`src/rtl/ram_arb_pkg.sv`:
```
`default_nettype none
// ============================================================================
// Module   : ram_arb_pkg
// Purpose  : Shared types and defaults for the RAM port arbiter slice.
// Revision : 1.0 - initial release
// ============================================================================
package ram_arb_pkg;

   localparam int c_ADDR_W = 5;
   localparam int c_DATA_W = 3;

   // Arbiter FSM states
   typedef enum logic [1:0] {
      ST_IDLE      = 2'd0,
      ST_WRITE     = 2'd1,
      ST_READ      = 2'd2,
      ST_READ_WAIT = 2'd3
   } arb_state_t;

   // Which requester was granted most recently; used for alternation on conflict
   typedef enum logic {
      GRANT_READ  = 1'b0,
      GRANT_WRITE = 1'b1
   } grant_t;

endpackage
`default_nettype wire

```
`src/rtl/scan_addr_counter.sv`:
```
`default_nettype none
// ============================================================================
// Module   : scan_addr_counter
// Purpose  : Scan address counter with increment and synchronous clear.
//            Clear wins over increment; wraps by natural overflow.
// Revision : 1.0 - initial release
// ============================================================================
module scan_addr_counter
   import ram_arb_pkg::*;
#(
   parameter int ADDR_W = c_ADDR_W
) (
   input  logic              clock,
   input  logic              reset,
   input  logic              clr,
   input  logic              inc,
   output logic [ADDR_W-1:0] count
);

   logic [ADDR_W-1:0] r_count;

   // Count register: clear has priority so a disabled scanner restarts at 0
   always_ff @(posedge clock or negedge reset) begin
      if (!reset) begin
         r_count <= '0;
      end else if (clr) begin
         r_count <= '0;
      end else if (inc) begin
         r_count <= r_count + ADDR_W'(1);
      end
   end

   assign count = r_count;

endmodule
`default_nettype wire

```
`src/rtl/ram_port_arbiter.sv`:
```
`default_nettype none
// ============================================================================
// Module   : ram_port_arbiter
// Purpose  : Shares one single-port synchronous RAM between a 4-phase
//            handshake writer and a tick-paced scan reader. Owns the scan
//            address, the arbitration and the tagged read-result registers.
// Revision : 1.0 - initial release
// ============================================================================
module ram_port_arbiter
   import ram_arb_pkg::*;
#(
   parameter int ADDR_W = c_ADDR_W,
   parameter int DATA_W = c_DATA_W
) (
   input  logic              clock,
   input  logic              reset,
   input  logic              scan_en,
   input  logic              tick,
   input  logic              wr_req,
   input  logic [ADDR_W-1:0] wr_addr,
   input  logic [DATA_W-1:0] wr_data,
   output logic              wr_ack,
   output logic [ADDR_W-1:0] ram_addr,
   output logic [DATA_W-1:0] ram_din,
   output logic              ram_wren,
   input  logic [DATA_W-1:0] ram_dout,
   output logic              rd_valid,
   output logic [ADDR_W-1:0] rd_addr,
   output logic [DATA_W-1:0] rd_data,
   output logic              busy,
   output logic              overrun
);

   arb_state_t        r_state;
   arb_state_t        w_next_state;
   grant_t            r_last_grant;
   logic              r_scan_pend;
   logic              r_wr_armed;
   logic              r_overrun;
   logic              r_rd_valid;
   logic [ADDR_W-1:0] r_rd_addr;
   logic [DATA_W-1:0] r_rd_data;
   logic [ADDR_W-1:0] w_scan_addr;
   logic              w_wr_elig;
   logic              w_read_busy;

   assign w_wr_elig   = wr_req & r_wr_armed;
   assign w_read_busy = (r_state == ST_READ) || (r_state == ST_READ_WAIT);

   scan_addr_counter #(
      .ADDR_W (ADDR_W)
   ) u_scan_addr_counter (
      .clock (clock),
      .reset (reset),
      .clr   (~scan_en),
      .inc   (r_state == ST_READ_WAIT),
      .count (w_scan_addr)
   );

   // State register
   always_ff @(posedge clock or negedge reset) begin
      if (!reset) begin
         r_state <= ST_IDLE;
      end else begin
         r_state <= w_next_state;
      end
   end

   // Next-state arbitration and RAM port drive (outputs decode from state so
   // reset drops ram_wren without waiting for a clock)
   always_comb begin
      w_next_state = r_state;
      ram_addr     = w_scan_addr;
      ram_din      = '0;
      ram_wren     = 1'b0;
      wr_ack       = 1'b0;
      case (r_state)
         ST_IDLE: begin
            if (w_wr_elig && r_scan_pend) begin
               w_next_state = (r_last_grant == GRANT_READ) ? ST_WRITE : ST_READ;
            end else if (w_wr_elig) begin
               w_next_state = ST_WRITE;
            end else if (r_scan_pend) begin
               w_next_state = ST_READ;
            end
         end
         ST_WRITE: begin
            ram_addr     = wr_addr;
            ram_din      = wr_data;
            ram_wren     = 1'b1;
            wr_ack       = 1'b1;
            w_next_state = r_scan_pend ? ST_READ : ST_IDLE;
         end
         ST_READ: begin
            w_next_state = ST_READ_WAIT;
         end
         ST_READ_WAIT: begin
            w_next_state = ST_IDLE;
         end
         default: begin
            w_next_state = ST_IDLE;
         end
      endcase
   end

   // Request bookkeeping: pending scan, writer re-arm, grant history, overrun
   always_ff @(posedge clock or negedge reset) begin
      if (!reset) begin
         r_scan_pend  <= 1'b0;
         r_wr_armed   <= 1'b0;
         r_last_grant <= GRANT_READ;
         r_overrun    <= 1'b0;
      end else begin
         if (!scan_en) begin
            r_scan_pend <= 1'b0;
         end else if (w_next_state == ST_READ && r_state != ST_READ) begin
            r_scan_pend <= 1'b0;
         end else if (tick && !r_scan_pend && !w_read_busy) begin
            r_scan_pend <= 1'b1;
         end

         if (!scan_en) begin
            r_overrun <= 1'b0;
         end else if (tick && (r_scan_pend || w_read_busy)) begin
            r_overrun <= 1'b1;
         end

         // Writer must show wr_req low before it can be granted again
         if (w_next_state == ST_WRITE && r_state != ST_WRITE) begin
            r_wr_armed <= 1'b0;
         end else if (!wr_req) begin
            r_wr_armed <= 1'b1;
         end

         if (w_next_state == ST_WRITE && r_state != ST_WRITE) begin
            r_last_grant <= GRANT_WRITE;
         end else if (w_next_state == ST_READ && r_state != ST_READ) begin
            r_last_grant <= GRANT_READ;
         end
      end
   end

   // Read-result capture: RAM data is valid during READ_WAIT
   always_ff @(posedge clock or negedge reset) begin
      if (!reset) begin
         r_rd_valid <= 1'b0;
         r_rd_addr  <= '0;
         r_rd_data  <= '0;
      end else begin
         r_rd_valid <= (r_state == ST_READ_WAIT);
         if (r_state == ST_READ_WAIT) begin
            r_rd_addr <= w_scan_addr;
            r_rd_data <= ram_dout;
         end
      end
   end

   assign rd_valid = r_rd_valid;
   assign rd_addr  = r_rd_addr;
   assign rd_data  = r_rd_data;
   assign busy     = (r_state != ST_IDLE);
   assign overrun  = r_overrun;

endmodule
`default_nettype wire

```
`config.mk`:
```
export PLATFORM = sky130hd
export DESIGN_NAME = ram_port_arbiter
export DESIGN_NICKNAME = d
export VERILOG_FILES = /design/src/rtl/ram_arb_pkg.sv /design/src/rtl/scan_addr_counter.sv /design/src/rtl/ram_port_arbiter.sv
export SDC_FILE = /design/constraint.sdc
export NUM_CORES = 1
export LEC_CHECK = 0
export CORE_UTILIZATION = 38
export CTS_BUF_LIST = sky130_fd_sc_hd__clkbuf_16
export DETAILED_ROUTE_END_ITERATION = 10
export PLACE_DENSITY = 0.81
export SETUP_SLACK_MARGIN = 0.15
export SLEW_MARGIN = 20
export SYNTH_ARGS = -nofsm -noshare
export SYNTH_HDL_FRONTEND = slang
export SYNTH_HIERARCHICAL = 1
export SYNTH_SLANG_ARGS = --single-unit
```
`constraint.sdc`:
```
create_clock -name clock -period 1.2 [get_ports clock]
set_input_delay 0.18 -clock clock [delete_from_list [all_inputs] [get_ports clock]]
set_output_delay 0.18 -clock clock [all_outputs]
set_load 0.03 [all_outputs]
```
==> run metrics <==
Detail Route Antenna Nets 0; Pwr Density 2450 mW/mm2; placed cell area 0.00148 mm2; Clock Skew 0.00390 ns; DRT iter0 DRCs 15; Tmin final 1.52 ns; CTS tree done; most frequent CP cell buf_6; starting density of the core 0.415; register area share after synthesis 0.530; Post-Synthesis Cells 87; drt pass-1 iters 5; largest net degree at the start of global routing 21; P_leak 0.900 nW; final setup vio count 26; Post-CTS Hold Fix Bufs 0; library cells used by synthesis 26; Total GRT Usage 0.204; Post-route DRC 0; crit-path cells buf_6 -> nand2b_4 -> inv_8 -> and2_4 -> buf_6; gr ovfl total 0; final wirelength 2.83 mm; final instance area 0.00182 mm2; final core utilization 0.800; input/output buffers 36; Clock Tree Buf Depth 2; Vias/cell 5.02; R2R depth 7; Min Hold Slack 0.262 ns; Achievable Freq 0.656 GHz; status complete, but fails checks; wire length per cell 16.4 um; clock sink count 20; CTS clk-pin slew, worst paths 0.06 ns; Slowest-stage cell, CP dfrtp_1; CTS H-tree lvls 1; fin crit share 1.27; Req. time, crit path 1.02 ns; min-delay worst type primary input to asynchronous set/reset pin; Yosys top cell area share 0.530; Die Ht 51.9 um; maximum vdd drop 1850 uV; Synth Area per Inst 10.9 um2; CTS Root Cell clkbuf_16; pre-CTS WS -0.251 ns; Slew HR 0.804; share of layout cells above drive strength 1 0.597; crit-path max cell delay 0.39 ns; Die Wd 51.9 um; CP endpoint kind output pin; Critical Path Start Type flip-flop; WP data arrival 1.34 ns; core area 0.00228 mm2; Area contributors post-synth dfrtp_1 (53%), mux2_2 (9.5%), nand2_1 (6.8%); total of warnings raised by yosys 6; leading area contributor after synthesis dfrtp_1; Ports 37; Vias 863; final worst slack -0.324 ns; fin nets 162; full die area 0.00269 mm2; CP Class flip-flop to output pin; Hold Fails Final Rpt 0; crit path max fanout 7; most frequent cells in the layout buf_6 (19), dfrtp_1 (19), buf_4 (17); max-slew violation count 0; violated checks negative setup slack; Worst-Skew Late Latency 0.25 ns; n_diodes 0; worst-margin pin slew 0.294 ns; Placer Congestion 0.809; vias in the first global route 859; Rows 17; area grow syn2layout 92.7%; Syn Std Cell Area 945 um2; initial antenna violation count 0; HPWL after DPL 1.74 mm; max cap viols 0; first-pass GRT wire length 3.95 mm; RSZ-0062 raised after global routing true; total CTS buffers 3; Syn Nets 104; register bit total from synthesis 20
-- where the power goes --
group | leakage (nW) | internal (mW) | switching, mW
clock network | 0.0511 | 0.662 | 0.251
logic | 0.591 | 1.24 | 1.31
registers | 0.259 | 0.850 | 0.152
total | 0.900 | 2.75 | 1.72
-- state kept, by name (all words and copies together) (netlist names) --
name and count:
rd_valid 1, overrun 1, r_state 2, u_scan_addr_counter/count 5
r_scan_pend 1, r_wr_armed 1, rd_data 3, r_last_grant 1
rd_addr 5
-- logic make-up after synthesis --
kind of cell / share of synthesized area
adders and majority gates: 0.0132
AOI/OAI and AO/OA: 0.0742
xor gates and xnor gates: 0.00927
muxes: 0.144
and+or+nand+nor: 0.185
DFF: 0.530
buffers and inverters: 0.0437
-- metrics by stage --
step           instances  TNS, ns  power, mW
5_1_grt              172    -6.20       4.65
6_report             172    -5.40       4.47
3_5_place_dp         160    -1.64       2.91
2_1_floorplan         87   -0.100       2.23
3_3_place_gp         160    -1.09       2.84
4_1_cts              166    -4.44       4.00
-- worst max-delay path: cells and delay by family, from the launching register on --
family | cells | cell delay (ns)
and+or+nand+nor | 2 | 0.35
buffers and inverters | 3 | 0.35
DFF | 1 | 0.39
-- cell type report --
type / instances / area, um2
Timing Repair Buffer: 55 / 537
Inverter: 5 / 31.3
Clock buffer: 3 / 75.1
Multi-Input combinational cell: 59 / 599
Tap cell: 28 / 35.0
Sequential cell: 20 / 502
Fill cell: 115 / 455
Clock inverter: 1 / 30.0
Timing Repair inverter: 1 / 11.3
-- what timing repair did --
| action | in CTS | in global routing |
|---|---|---|
| endpoints found under the setup margin | 30 | 30 |
| cloned | 1 | 0 |
| setup buffers | 1 | 6 |
| gates resized for setup | 31 | 36 |
| pin swaps | 9 | 8 |
-- routing by layer --
| metal | GRT usage | vias to the layer above | part of all wire | wire length [um] |
|---|---|---|---|---|
| li1 | - | 406 | - | - |
| met1 | 0.256 | 430 | 0.41 | 1170 |
| met2 | 0.344 | 25 | 0.55 | 1560 |
| met3 | 0.0614 | 2 | 0.031 | 89 |
| met4 | 0.0405 | 0 | 0.0042 | 12 |
| met5 | 0 | - | 0 | 0 |
-- cell usage after synthesis --
| cell | count |
|---|---|
| dfrtp_1 | 20 |
| buf_4 | 3 |
| or2_2 | 1 |
| a21bo_1 | 1 |
| a31oi_1 | 1 |
| inv_2 | 1 |
| mux2_1 | 1 |
| nand4_1 | 2 |
| inv_1 | 4 |
| nor2b_1 | 3 |
| a21oi_1 | 3 |
| xnor2_1 | 1 |
| nand2b_4 | 1 |
| and2_1 | 3 |
| ha_1 | 1 |
| o31ai_1 | 1 |
| nor2_1 | 6 |
| nand2_4 | 1 |
| o21ai_0 | 2 |
| o22a_2 | 1 |
| o221a_2 | 1 |
| mux2_2 | 8 |
| nand3b_1 | 1 |
| nand2_1 | 17 |
| mux2i_1 | 2 |
| mux2_4 | 1 |
-- final timing paths --
check,from,endpoint,slack [ns]
setup / recovery,r_state[1],ram_din[2],-0.32
hold / removal,reset,u_scan_addr_counter/count[3],0.26
setup reg to reg,r_state[1],u_scan_addr_counter/count[4],-0.24
hold reg to reg,rd_data[1],rd_data[1],0.51
max in group asynchronous,reset,r_state[0],0.71
min in group clock,rd_data[1],rd_data[1],0.51
(Power assumes the default switching activity.)
